**src/rtl/residual_recon.sv**
```systemverilog
// residual_recon: reconstruction stage. Adds a row of eight signed 9-bit
// residuals to an 8-pixel prediction row, clips each pixel to 0..255 and
// emits the 64-bit reconstructed row through a 2-stage valid/ready pipeline.
// The row position within a ROWS-row block and the number of clipped pixels
// in the current block travel with each output row.
//
// Ports:
//   clk, rst        clock; synchronous active-low reset
//   ena             global enable, low freezes every register
//   in_valid/ready  input handshake for PRED (8 x u8) and RES (8 x s9)
//   out_valid/ready output handshake for REC (8 x u8)
//   row_idx         row number of REC within its block
//   block_last      REC is the final row of its block
//   clip_cnt        clipped pixels in the block so far, including REC

// One pixel lane: stage-1 widening add and stage-2 clamp.
module residual_recon_lane (
    input  logic [7:0] pred,
    input  logic [8:0] res,
    output logic [9:0] sum,
    input  logic [9:0] s1_sum,
    output logic [7:0] pix,
    output logic       clip
);
    // Range -256..510 fits 10-bit signed; bit 9 is the sign.
    assign sum = {2'b00, pred} + {res[8], res};

    // Non-negative sums never reach 512, so bit 8 alone flags > 255.
    always_comb begin
        pix  = s1_sum[7:0];
        clip = 1'b0;
        if (s1_sum[9]) begin
            pix  = 8'h00;
            clip = 1'b1;
        end else if (s1_sum[8]) begin
            pix  = 8'hFF;
            clip = 1'b1;
        end
    end
endmodule

module residual_recon #(
    parameter int ROWS   = 8,
    parameter int ROW_W  = 3,
    parameter int CLIP_W = 7
) (
    input  logic              clk,
    input  logic              rst,
    input  logic              ena,
    input  logic              in_valid,
    output logic              in_ready,
    input  logic [63:0]       PRED,
    input  logic [71:0]       RES,
    output logic              out_valid,
    input  logic              out_ready,
    output logic [63:0]       REC,
    output logic [ROW_W-1:0]  row_idx,
    output logic              block_last,
    output logic [CLIP_W-1:0] clip_cnt
);
    localparam int NUM_LANES = 8;
    localparam int VEC_W     = 8;
    localparam int RES_W     = 9;
    localparam int SUM_W     = 10;

    logic [NUM_LANES-1:0][VEC_W-1:0] pred_v, pix_c;
    logic [NUM_LANES-1:0][RES_W-1:0] res_v;
    logic [NUM_LANES-1:0][SUM_W-1:0] sum_c, s1_sum;
    logic [NUM_LANES-1:0]            clip_c;
    logic [2:1]                      vld_pipe;

    logic              advance, hs;
    logic [ROW_W-1:0]  idx_next, load_idx;
    logic [CLIP_W-1:0] row_clips, clip_base;

    assign pred_v = PRED;
    assign res_v  = RES;

    for (genvar k = 0; k < NUM_LANES; k++) begin : g_lane
        residual_recon_lane u_lane (
            .pred   (pred_v[k]),
            .res    (res_v[k]),
            .sum    (sum_c[k]),
            .s1_sum (s1_sum[k]),
            .pix    (pix_c[k]),
            .clip   (clip_c[k])
        );
    end

    // Both stages move together; a stalled output freezes the whole pipe.
    assign advance    = ena && rst && (!vld_pipe[2] || out_ready);
    assign in_ready   = advance;
    assign out_valid  = vld_pipe[2];
    assign hs         = advance && vld_pipe[2];
    assign block_last = (row_idx == ROW_W'(ROWS - 1));
    assign idx_next   = block_last ? '0 : row_idx + ROW_W'(1);

    // Index the incoming row will carry: row_idx moves on this edge only if
    // the current row is handed off now.
    assign load_idx  = hs ? idx_next : row_idx;
    assign clip_base = (load_idx == '0) ? '0 : clip_cnt;

    always_comb begin
        row_clips = '0;
        for (int i = 0; i < NUM_LANES; i++)
            row_clips = row_clips + CLIP_W'(clip_c[i]);
    end

    always_ff @(posedge clk) begin
        if (!rst) begin
            vld_pipe <= '0;
            s1_sum   <= '0;
            REC      <= '0;
            row_idx  <= '0;
            clip_cnt <= '0;
        end else if (advance) begin
            vld_pipe[1] <= in_valid;
            vld_pipe[2] <= vld_pipe[1];
            if (in_valid)
                s1_sum <= sum_c;
            if (hs)
                row_idx <= idx_next;
            if (vld_pipe[1]) begin
                REC      <= pix_c;
                clip_cnt <= clip_base + row_clips;
            end
        end
    end
endmodule

```
**config.mk**
```make
export PLATFORM = sky130hd
export DESIGN_NAME = residual_recon
export DESIGN_NICKNAME = d
export VERILOG_FILES = /design/src/rtl/residual_recon.sv
export SDC_FILE = /design/constraint.sdc
export NUM_CORES = 1
export LEC_CHECK = 0
export CAP_MARGIN = 20
export CORE_MARGIN = 2
export CORE_UTILIZATION = 50
export DETAILED_ROUTE_END_ITERATION = 7
export GPL_TIMING_DRIVEN = 0
export MAX_ROUTING_LAYER = met4
export PLACE_DENSITY_LB_ADDON = 0.12
export SLEW_MARGIN = 5
export SYNTH_ARGS = -nofsm -noshare
export SYNTH_HDL_FRONTEND = slang
export SYNTH_HIERARCHICAL = 1
export SYNTH_SLANG_ARGS = --single-unit
```
**constraint.sdc**
```tcl
create_clock -name clk -period 9.4 [get_ports clk]
set_input_delay 1.41 -clock clk [delete_from_list [all_inputs] [get_ports clk]]
set_output_delay 1.41 -clock clk [all_outputs]
set_load 0.02 [all_outputs]
```
==> results.json, run 1 <==
{
  "status": "completed",
  "synth_top_family_by_area": "simple AND/OR/NAND/NOR gates",
  "clock_latency_ns": 0.43,
  "cts_tree": "built",
  "yosysMostFrequentCell": "nand2_1",
  "synth_top_area_frac": 0.3444,
  "hold_violations": 0,
  "wl_per_cell_um": 13.61,
  "cts_setup_buffers": 0,
  "hpwl_um": 17760,
  "synth_compound_area_frac": 0.1726,
  "overflow": 0,
  "synth-edff-count": 0,
  "min_path_type": "reg2reg",
  "core.rowCount": 49,
  "nNetsFinal": 1674,
  "clock-sinks": 156,
  "instances_no_fill": 1690,
  "p_per_area_nw_per_um2": 146.6,
  "tightest_slew_ns": 0.5752,
  "worst_setup_path_start_kind": "primary input",
  "power.leakage_nw": 4.899,
  "dieArea_um2": 19230,
  "syn_inst": 1212,
  "synth_top_area_cell": "dfxtp_1",
  "holdPathStages": 2,
  "grt_pass1_vias": 8111,
  "synth_adder_area_share": 0.1281,
  "antenna_found_initial": 0,
  "final_antenna_net_count": 0,
  "yosys.area_share.xor_xnor": 0.05506,
  "syn_to_final_growth_pct": 34.47,
  "crit_type": "in2reg",
  "synth_area_leaders": "dfxtp_1 34%, nand2_1 13%, ha_1 9.9%, a21oi_1 9.5%, nor2_1 6.3%",
  "first_pass_iters": 6,
  "maxCapViolCount": 0,
  "vias_per_cell": 5.159,
  "syn_nets": 1438,
  "finalPower_mw": 1.788,
  "setup-violations-final": 0,
  "ctsHoldBuffers": 0,
  "port_buffers": 217,
  "crit-reg2reg-launch": "s1_sum[9]$_SDFFE_PN0P_",
  "min_period_ns": 5.335,
  "grt_max_degree": 17,
  "fin_worst_hold_slack_ns": 0.4523,
  "rsz0062_at_grt": "no",
  "syn_avg_cell_area_um2": 7.481,
  "setup.worst_path.end_class": "flip-flop",
  "grt_pass1_wl_um": 38120,
  "fp.dieH_um": 138.7,
  "cp.arrival_ns": 5.69,
  "worst_slack_ns": 4.065,
  "maxSlewViolCount": 0,
  "wl_um": 23010,
  "yosys_warnings": 6,
  "drt_iter0_drc": 472,
  "required_ns": 9.75,
  "synth_async_sr_flop_share": 0,
  "numCtsBuffers": 17,
  "clock.fmax_mhz": 187.4,
  "synthFlopType": "dfxtp_1",
  "slew_headroom": 0.6165,
  "period_share": 0.5676,
  "htreeDepth": 4,
  "ys_seq_elements": 156,
  "grt_use_total": 0.2471,
  "r2r_cells": 13,
  "setup_tns_ns": 0,
  "dp_cells": 1658,
  "clockRootBuffer": "clkbuf_16",
  "r2r_slack_ns": 4.98,
  "initial_core_util": 0.5065,
  "syn_area_um2": 9067,
  "holdPathEnd": "s1_sum[69]$_SDFFE_PN0P_",
  "synth_cell_types": 49,
  "synth_seq_area_share": 0.3444,
  "via_count": 8718,
  "die_w_um": 138.7,
  "cp_max_fo": 10,
  "synthTopCellsByCount": "305 x nand2_1, 173 x a21oi_1, 156 x dfxtp_1",
  "synthSimpleGateAreaFrac": 0.2474,
  "diodes": 0,
  "hold_path_startpoint": "s1_sum[69]$_SDFFE_PN0P_",
  "r2r_end": "clip_cnt[6]$_SDFFE_PN0P_",
  "clk_path_buf_depth": 2,
  "fill_cells": 1570,
  "ir_worst_vdd_mv": 0.1357,
  "ioPinCount": 218,
  "drive_above_1_share": 0.05270,
  "clk_pin_slew_ns": 0.06,
  "post_cts_resized": 0,
  "remaining_drc_errors": 0,
  "skew_ns": 0.006331,
  "pre_cts_ws_ns": 3.635,
  "muxShareOfSynthArea": 0.003450,
  "gp_congestion": 0.8879,
  "core-area_um2": 17900
}
==> how the worst max path moves through the flow <==
stage	start	end	slack [ns]	cells past startpoint
after CTS	rst	clip_cnt[6]$_SDFFE_PN0P_	4.08	14
final	rst	clip_cnt[6]$_SDFFE_PN0P_	4.06	14
after detailed placement	rst	clip_cnt[6]$_SDFFE_PN0P_	3.63	14
after global placement	rst	clip_cnt[6]$_SDFFE_PN0P_	3.70	14
after global routing	rst	clip_cnt[6]$_SDFFE_PN0P_	3.85	14
after floorplan	ena	clip_cnt[6]$_SDFFE_PN0P_	4.67	13
==> cell usage in the layout (no fill, tap or decap), types with 4 or more instances in the layout <==
cell / instances
nor2_1: 151
dfxtp_1: 156
nor3_1: 8
or2_2: 11
ha_1: 72
fa_1: 13
nand2b_1: 9
clkbuf_1: 47
a21oi_1: 173
nand2_1: 305
o21a_1: 11
and2_1: 14
o21ai_1: 9
clkdlybuf4s50_1: 217
xor2_1: 32
inv_1: 44
o2111ai_1: 8
a221oi_1: 5
o21ai_0: 6
a31oi_1: 10
xnor2_1: 25
nand3_1: 10
clkbuf_16: 17
nand3b_1: 5
a21o_1: 21
bufinv_16: 5
clkinv_4: 4
nor2b_1: 7
buf_2: 19
a311o_1: 5
==> layout make-up <==
cell class	count	area, µm²	share of cell area
multi-input cells	944	5500	0.4511
flip-flops and latches	156	3123	0.2561
repair buffers	217	2172	0.1781
clock buffers	19	452.9	0.03715
well taps	229	286.5	0.02350
plain buffers	66	271.5	0.02227
clock inverters	13	214.0	0.01755
inverters	46	172.7	0.01416
==> registers in the layout (all words and copies together) (netlist names) <==
signal / cells
s1_sum: 80
REC: 64
clip_cnt: 7
row_idx: 3
vld_pipe: 2
==> metal layers <==
layer,global-route usage,vias to the layer above,part of all wire
met2,0.4026,215,0.48
met3,0.03833,35,0.045
met4,0.08400,0,0.023
met5,-,-,0
li1,-,4486,-
met1,0.3155,3982,0.46
==> report_power, final <==
group	leakage [nW]	internal, mW	switching, mW
Sequential	1.26	0.678	0.00906
Combinational	3.32	0.166	0.169
Clock	0.320	0.487	0.278
Total	4.90	1.33	0.456
==> critical path, stage by stage <==
cell,delay [ns]
clkdlybuf4s50_1,0.67
nand4_4,0.25
nor4_4,0.31
a21oi_4,0.11
nand2_1,0.11
fa_1,0.42
fa_1,0.46
fa_1,0.42
fa_1,0.41
nor2b_1,0.17
o21a_1,0.15
o211ai_1,0.11
or4b_1,0.49
a31oi_1,0.17
==> per-stage QoR <==
stage | util | instance area, µm²
3_3_place_gp | 0.6438 | 11530
4_1_cts | 0.6811 | 12190
2_1_floorplan | - | 9067
6_report | 0.6811 | 12190
3_5_place_dp | 0.6438 | 11530
5_1_grt | 0.6811 | 12190
==> cells by family (layout without fill, tap and decap cells) <==
kind of cell	count (synthesis)	in the layout
AOI/OAI and AO/OA	264	264
xor gates and xnor gates	57	57
adders and majority gates	85	85
buffers and inverters	112	361
DFF	156	156
muxes	3	3
and+or+nand+nor	535	535
No activity file was read; power rests on OpenSTA's default activity.
==> run 2: changes to the inputs <==
--- a/config.mk
+++ b/config.mk
@@ -7,7 +7,7 @@
 export LEC_CHECK = 0
 export CAP_MARGIN = 20
 export CORE_MARGIN = 2
-export CORE_UTILIZATION = 50
+export CORE_UTILIZATION = 46
 export DETAILED_ROUTE_END_ITERATION = 7
 export GPL_TIMING_DRIVEN = 0
 export MAX_ROUTING_LAYER = met4
==> constraint.sdc (replaced) <==
create_clock -name clk -period 4.3 [get_ports clk]
set_input_delay 0.645 -clock clk [delete_from_list [all_inputs] [get_ports clk]]
set_output_delay 0.645 -clock clk [all_outputs]
set_load 0.02 [all_outputs]
==> run 2 against run 1 <==
Die area is 8.4% higher. Combinational power increased by 120%. Clock-buffer cell count up 2. First-iteration DRC count shrank 5.1%. Sequential share of layout area down 0.12 points. Sequential power rose by 120%. Register-to-register slack lost 4.8 ns. Critical path depth shrank 2. Via count decreased by 0.28%. Design area rose by 0.93%. Clock power increased by 120%. Global-route usage down 1.2 points. Largest cell class unchanged.
==> results.json, run 2 (synthesis gave the netlist of run 1 again) <==
{
  "clock_latency_ns": 0.43,
  "htreeDepth": 4,
  "die_w_um": 144.4,
  "crit-reg2reg-launch": "s1_sum[39]$_SDFFE_PN0P_",
  "largest_reg_flops": 80,
  "port_buffers": 217,
  "setup-violations-final": 0,
  "skew_ns": 0.01015,
  "drive_above_1_share": 0.06566,
  "seq_area_um2": 3138,
  "grtUsageMet1": 0.2929,
  "first_pass_iters": 5,
  "grt_use_total": 0.2351,
  "fill_cells": 1819,
  "fp.dieH_um": 144.4,
  "holdPathStages": 2,
  "clockRootBuffer": "clkbuf_16",
  "setup.worst_path.end_class": "flip-flop",
  "ir_worst_vdd_mv": 0.2545,
  "layout_commonest_cell": "nand2_1",
  "r2r_slack_ns": 0.15,
  "largest-register": "s1_sum",
  "min_period_ns": 4.148,
  "numCtsBuffers": 17,
  "gp_congestion": 0.8419,
  "ctsHoldBuffers": 0,
  "reg_top3": "s1_sum x80, REC x64, clip_cnt x7",
  "cp.arrival_ns": 4.49,
  "required_ns": 4.65,
  "holdPathEnd": "s1_sum[35]$_SDFFE_PN0P_",
  "drt_iter0_drc": 448,
  "syn_to_final_growth_pct": 35.73,
  "clk_pin_slew_ns": 0.06,
  "diodes": 0,
  "core.rowCount": 51,
  "r2r_end": "clip_cnt[6]$_SDFFE_PN0P_",
  "slew_headroom": 0.5390,
  "wl_per_cell_um": 13.76,
  "remaining_drc_errors": 0,
  "final_antenna_net_count": 0,
  "clock.fmax_mhz": 241.1,
  "cts_tree": "built",
  "final_cell_mix": "304 x nand2_1, 214 x clkdlybuf4s50_1, 173 x a21oi_1",
  "clk_path_buf_depth": 2,
  "multiInputGateArea_um2": 5535,
  "nNetsFinal": 1675,
  "hold_violations": 0,
  "status": "completed",
  "setup_tns_ns": 0,
  "cp_max_fo": 10,
  "period_share": 0.9646,
  "via_count": 8694,
  "hold_path_startpoint": "s1_sum[35]$_SDFFE_PN0P_",
  "maxSlewViolCount": 0,
  "antenna_found_initial": 0,
  "fin_worst_hold_slack_ns": 0.4535,
  "worst_setup_path_start_kind": "flip-flop",
  "min_path_type": "reg2reg",
  "finalPower_mw": 3.922,
  "maxCapViolCount": 0,
  "grt_pass1_vias": 7992,
  "dieArea_um2": 20850,
  "grt_max_degree": 17,
  "dp_cells": 1694,
  "use_met2": 0.3821,
  "core-area_um2": 19400,
  "instances_no_fill": 1727,
  "grt_pass1_wl_um": 37710,
  "tightest_slew_ns": 0.6916,
  "hpwl_um": 17950,
  "r2r_cells": 12,
  "clock-sinks": 156,
  "overflow": 0,
  "groute.layer.met3.usage": 0.05828,
  "power.leakage_nw": 4.943,
  "p_per_area_nw_per_um2": 318.7,
  "crit_type": "reg2reg",
  "ioPinCount": 218,
  "vias_per_cell": 5.034,
  "wl_um": 23770,
  "grt-busiest-layer": "met2",
  "initial_core_util": 0.4674
}
-- run 2: changes by cell type in the layout (fill, tap and decap cells not counted), sizes merged --
cell,delta
buf,+7
clkbuf,-3
clkdlybuf4s50,-3
clkinv,-2
dlymetal6s2s,+2
bufinv,+1
clkinvlp,-1
-- run 2: worst max-delay path by stage --
stage / from / end / slack [ns] / cells past startpoint
after CTS: row_idx[0]$_SDFFE_PN0N_ / clip_cnt[6]$_SDFFE_PN0P_ / 0.03 / 14
final: s1_sum[39]$_SDFFE_PN0P_ / clip_cnt[6]$_SDFFE_PN0P_ / 0.15 / 12
after global routing: row_idx[0]$_SDFFE_PN0N_ / clip_cnt[6]$_SDFFE_PN0P_ / -0.03 / 15
after detailed placement: rst / clip_cnt[6]$_SDFFE_PN0P_ / -0.69 / 14
after global placement: rst / clip_cnt[6]$_SDFFE_PN0P_ / -0.59 / 14
after floorplan: row_idx[0]$_SDFFE_PN0N_ / clip_cnt[6]$_SDFFE_PN0P_ / 0.14 / 15
-- run 2: critical path: stages (launching register included) --
cell and delay, ns:
dfxtp_2 0.37, or2_2 0.35, fa_1 0.50, inv_1 0.05, fa_1 0.49, fa_1 0.52, fa_2 0.42, fa_2 0.36
nor2b_2 0.15, o21a_1 0.16, o211ai_1 0.09, or4b_1 0.48, a31oi_1 0.13
-- run 2: power breakdown --
part | leakage, nW | internal [mW] | switching (mW)
registers | 1.27 | 1.48 | 0.0242
logic | 3.36 | 0.365 | 0.370
clock network | 0.316 | 1.09 | 0.591
total | 4.94 | 2.94 | 0.985
-- run 2: metrics by stage --
stage,utilization,setup slack (ns),cell area [µm²]
6_report,0.6344,0.1520,12310
5_1_grt,0.6344,-0.03112,12310
4_1_cts,0.6297,0.03273,12220
3_5_place_dp,0.5965,-0.6903,11570
3_3_place_gp,0.5965,-0.5937,11570
2_1_floorplan,-,0.1368,9067
-- run 2: layout make-up --
class / instances / share of cell area
Clock buffer: 21 / 0.03579
Buffer: 60 / 0.02023
Clock inverter: 11 / 0.01749
Timing Repair Buffer: 224 / 0.1808
Sequential cell: 156 / 0.2550
Tap cell: 265 / 0.02694
Multi-Input combinational cell: 944 / 0.4498
Inverter: 46 / 0.01403
-- run 2: timing repair --
action                     4_1_cts  5_1_grt
setup endpoints to repair        1        1
setup buffers                    1        6
pin swaps                        1        8
resized for setup                3       22
-- run 2: metal layers --
layer / wire length (µm) / up-vias / share of wire
li1: - / 4500 / -
met1: 10790 / 3980 / 0.45
met2: 11200 / 185 / 0.47
met3: 1351 / 29 / 0.057
met4: 419 / 0 / 0.018
met5: 0 / - / 0
==> run 3: changes to the inputs <==
--- a/config.mk
+++ b/config.mk
@@ -7,7 +7,7 @@
 export LEC_CHECK = 0
 export CAP_MARGIN = 20
 export CORE_MARGIN = 2
-export CORE_UTILIZATION = 46
+export CORE_UTILIZATION = 45
 export DETAILED_ROUTE_END_ITERATION = 7
 export GPL_TIMING_DRIVEN = 0
 export MAX_ROUTING_LAYER = met4
==> run 3 against run 2 <==
Hold slack lost 0.0014 ns. Sequential power about the same. Core utilization shrank 1.3 points. Register-to-register slack improved by 0.08 ns. Critical path depth unchanged. Sequential share of layout area grew 0.21 points. Worst setup slack improved by 0.075 ns.
==> results.json, run 3 (synthesis gave the netlist of run 1 again) <==
{
  "fill_cells": 1870,
  "overflow": 0,
  "cp_max_fo": 10,
  "hold_path_startpoint": "REC[42]$_SDFFE_PN0P_",
  "cp.arrival_ns": 4.42,
  "vias_per_cell": 5.008,
  "clock_latency_ns": 0.42,
  "switching_share": 0.2551,
  "via_count": 8618,
  "wl_um": 23680,
  "clkPwrFrac": 0.404,
  "clock.fmax_mhz": 245.5,
  "p_sw_uw": 958.0,
  "power.internal_mw": 2.797,
  "first_pass_iters": 5,
  "ctsHoldBuffers": 0,
  "clk_pin_slew_ns": 0.06,
  "clockRootBuffer": "clkbuf_16",
  "status": "completed",
  "grt_pass1_vias": 8027,
  "setup-violations-final": 0,
  "min_path_type": "reg2reg",
  "reg_top3": "s1_sum x80, REC x64, clip_cnt x7",
  "largest_reg_flops": 80,
  "maxSlewViolCount": 0,
  "numCtsBuffers": 17,
  "die_w_um": 146.0,
  "power.leakage_nw": 4.901,
  "tightest_slew_ns": 0.6934,
  "diodes": 0,
  "ioPinCount": 218,
  "critPathLaunch": "s1_sum[9]$_SDFFE_PN0P_",
  "drive_above_1_share": 0.05838,
  "required_ns": 4.65,
  "core.rowCount": 51,
  "skew_ns": 0.006424,
  "pwr-share-comb": 0.195,
  "hpwl_um": 18090,
  "setup_tns_ns": 0,
  "fp.dieH_um": 146.0,
  "cts_tree": "built",
  "maxCapViolCount": 0,
  "largest-register": "s1_sum",
  "seq_power_share": 0.401,
  "drt_iter0_drc": 403,
  "clock-sinks": 156,
  "gp_congestion": 0.8126,
  "htreeDepth": 4,
  "antenna_found_initial": 0,
  "wl_per_cell_um": 13.76,
  "port_buffers": 217,
  "initial_core_util": 0.4629,
  "worst_setup_path_start_kind": "flip-flop",
  "grt_max_degree": 17,
  "core-area_um2": 19590,
  "rsz0062_at_grt": "no",
  "crit_type": "reg2reg",
  "clk_path_buf_depth": 2,
  "min_period_ns": 4.073,
  "nNetsFinal": 1671,
  "dieArea_um2": 21300,
  "seq_area_um2": 3132,
  "multiInputGateArea_um2": 5508,
  "slew_headroom": 0.5377,
  "remaining_drc_errors": 0,
  "crit-reg2reg-launch": "s1_sum[9]$_SDFFE_PN0P_",
  "final_cell_mix": "305 x nand2_1, 214 x clkdlybuf4s50_1, 173 x a21oi_1",
  "grt_pass1_wl_um": 39050,
  "p_per_area_nw_per_um2": 308.2,
  "syn_to_final_growth_pct": 34.36,
  "ir_worst_vdd_mv": 0.2053,
  "hold_violations": 0,
  "setup.worst_path.end_class": "flip-flop",
  "period_share": 0.9471,
  "fin_worst_hold_slack_ns": 0.4521,
  "layout_commonest_cell": "nand2_1",
  "grt_use_total": 0.2310,
  "final_antenna_net_count": 0
}
==> run 3: worst paths after layout <==
path,to,slack [ns],depth (start not counted)
min reg2reg,REC[42]$_SDFFE_PN0P_,0.45,2
max,clip_cnt[6]$_SDFFE_PN0P_,0.23,12
min,REC[42]$_SDFFE_PN0P_,0.45,2
max reg2reg,clip_cnt[6]$_SDFFE_PN0P_,0.23,12
==> run 3: worst max-delay path, stage by stage (launching register included) <==
cell and delay [ns]:
dfxtp_2 0.37, or2_2 0.34, fa_1 0.54, inv_1 0.06, fa_1 0.52, fa_1 0.44
fa_2 0.37, fa_2 0.36, nor2b_2 0.14, o21a_1 0.14, o211ai_1 0.09, or4b_1 0.48
a31oi_1 0.17
==> run 3: through the flow <==
stage | power (mW) | cells | util | setup WS [ns] | cell area, µm²
after floorplan | 2.006 | 1212 | - | 0.1368 | 9067
after global placement | 2.261 | 1694 | 0.5907 | -0.5859 | 11570
after detailed placement | 2.266 | 1694 | 0.5907 | -0.6246 | 11570
after CTS | 3.775 | 1719 | 0.6200 | 0.03021 | 12150
after global routing | 3.939 | 1721 | 0.6219 | 0.03384 | 12180
final | 3.755 | 1721 | 0.6219 | 0.2274 | 12180
==> run 3: metal layers <==
metal,up-vias,routed length [µm],track usage
met1,3894,11000,0.2962
met5,-,0,-
li1,4478,-,-
met4,0,416,0.06814
met3,30,1353,0.05047
met2,216,10910,0.3663
==> run 3: final cells by class <==
type                       count  share of cell area
inverter                      46             0.01417
tap                          265             0.02722
sequential                   156              0.2571
multi-input combinational    944              0.4521
clock inverter                 7            0.009346
clock buffer                  23             0.03923
timing repair buffer         220              0.1804
buffer                        60             0.02044
==> run 3: power by group through the flow <==
stage / sequential (mW) / clock (mW) / combinational, mW
floorplan: 1.53 / 0 / 0.474
global placement: 1.53 / 0 / 0.728
detailed placement: 1.53 / 0 / 0.733
CTS: 1.51 / 1.53 / 0.733
global route: 1.51 / 1.60 / 0.825
finish: 1.51 / 1.52 / 0.731
==> run 3: timing repair <==
item,in CTS,in global routing
pin swaps,1,2
gates resized for setup,1,12
setup endpoints to repair,1,1
endpoints found under the hold margin,0,0
buffers inserted,1,2
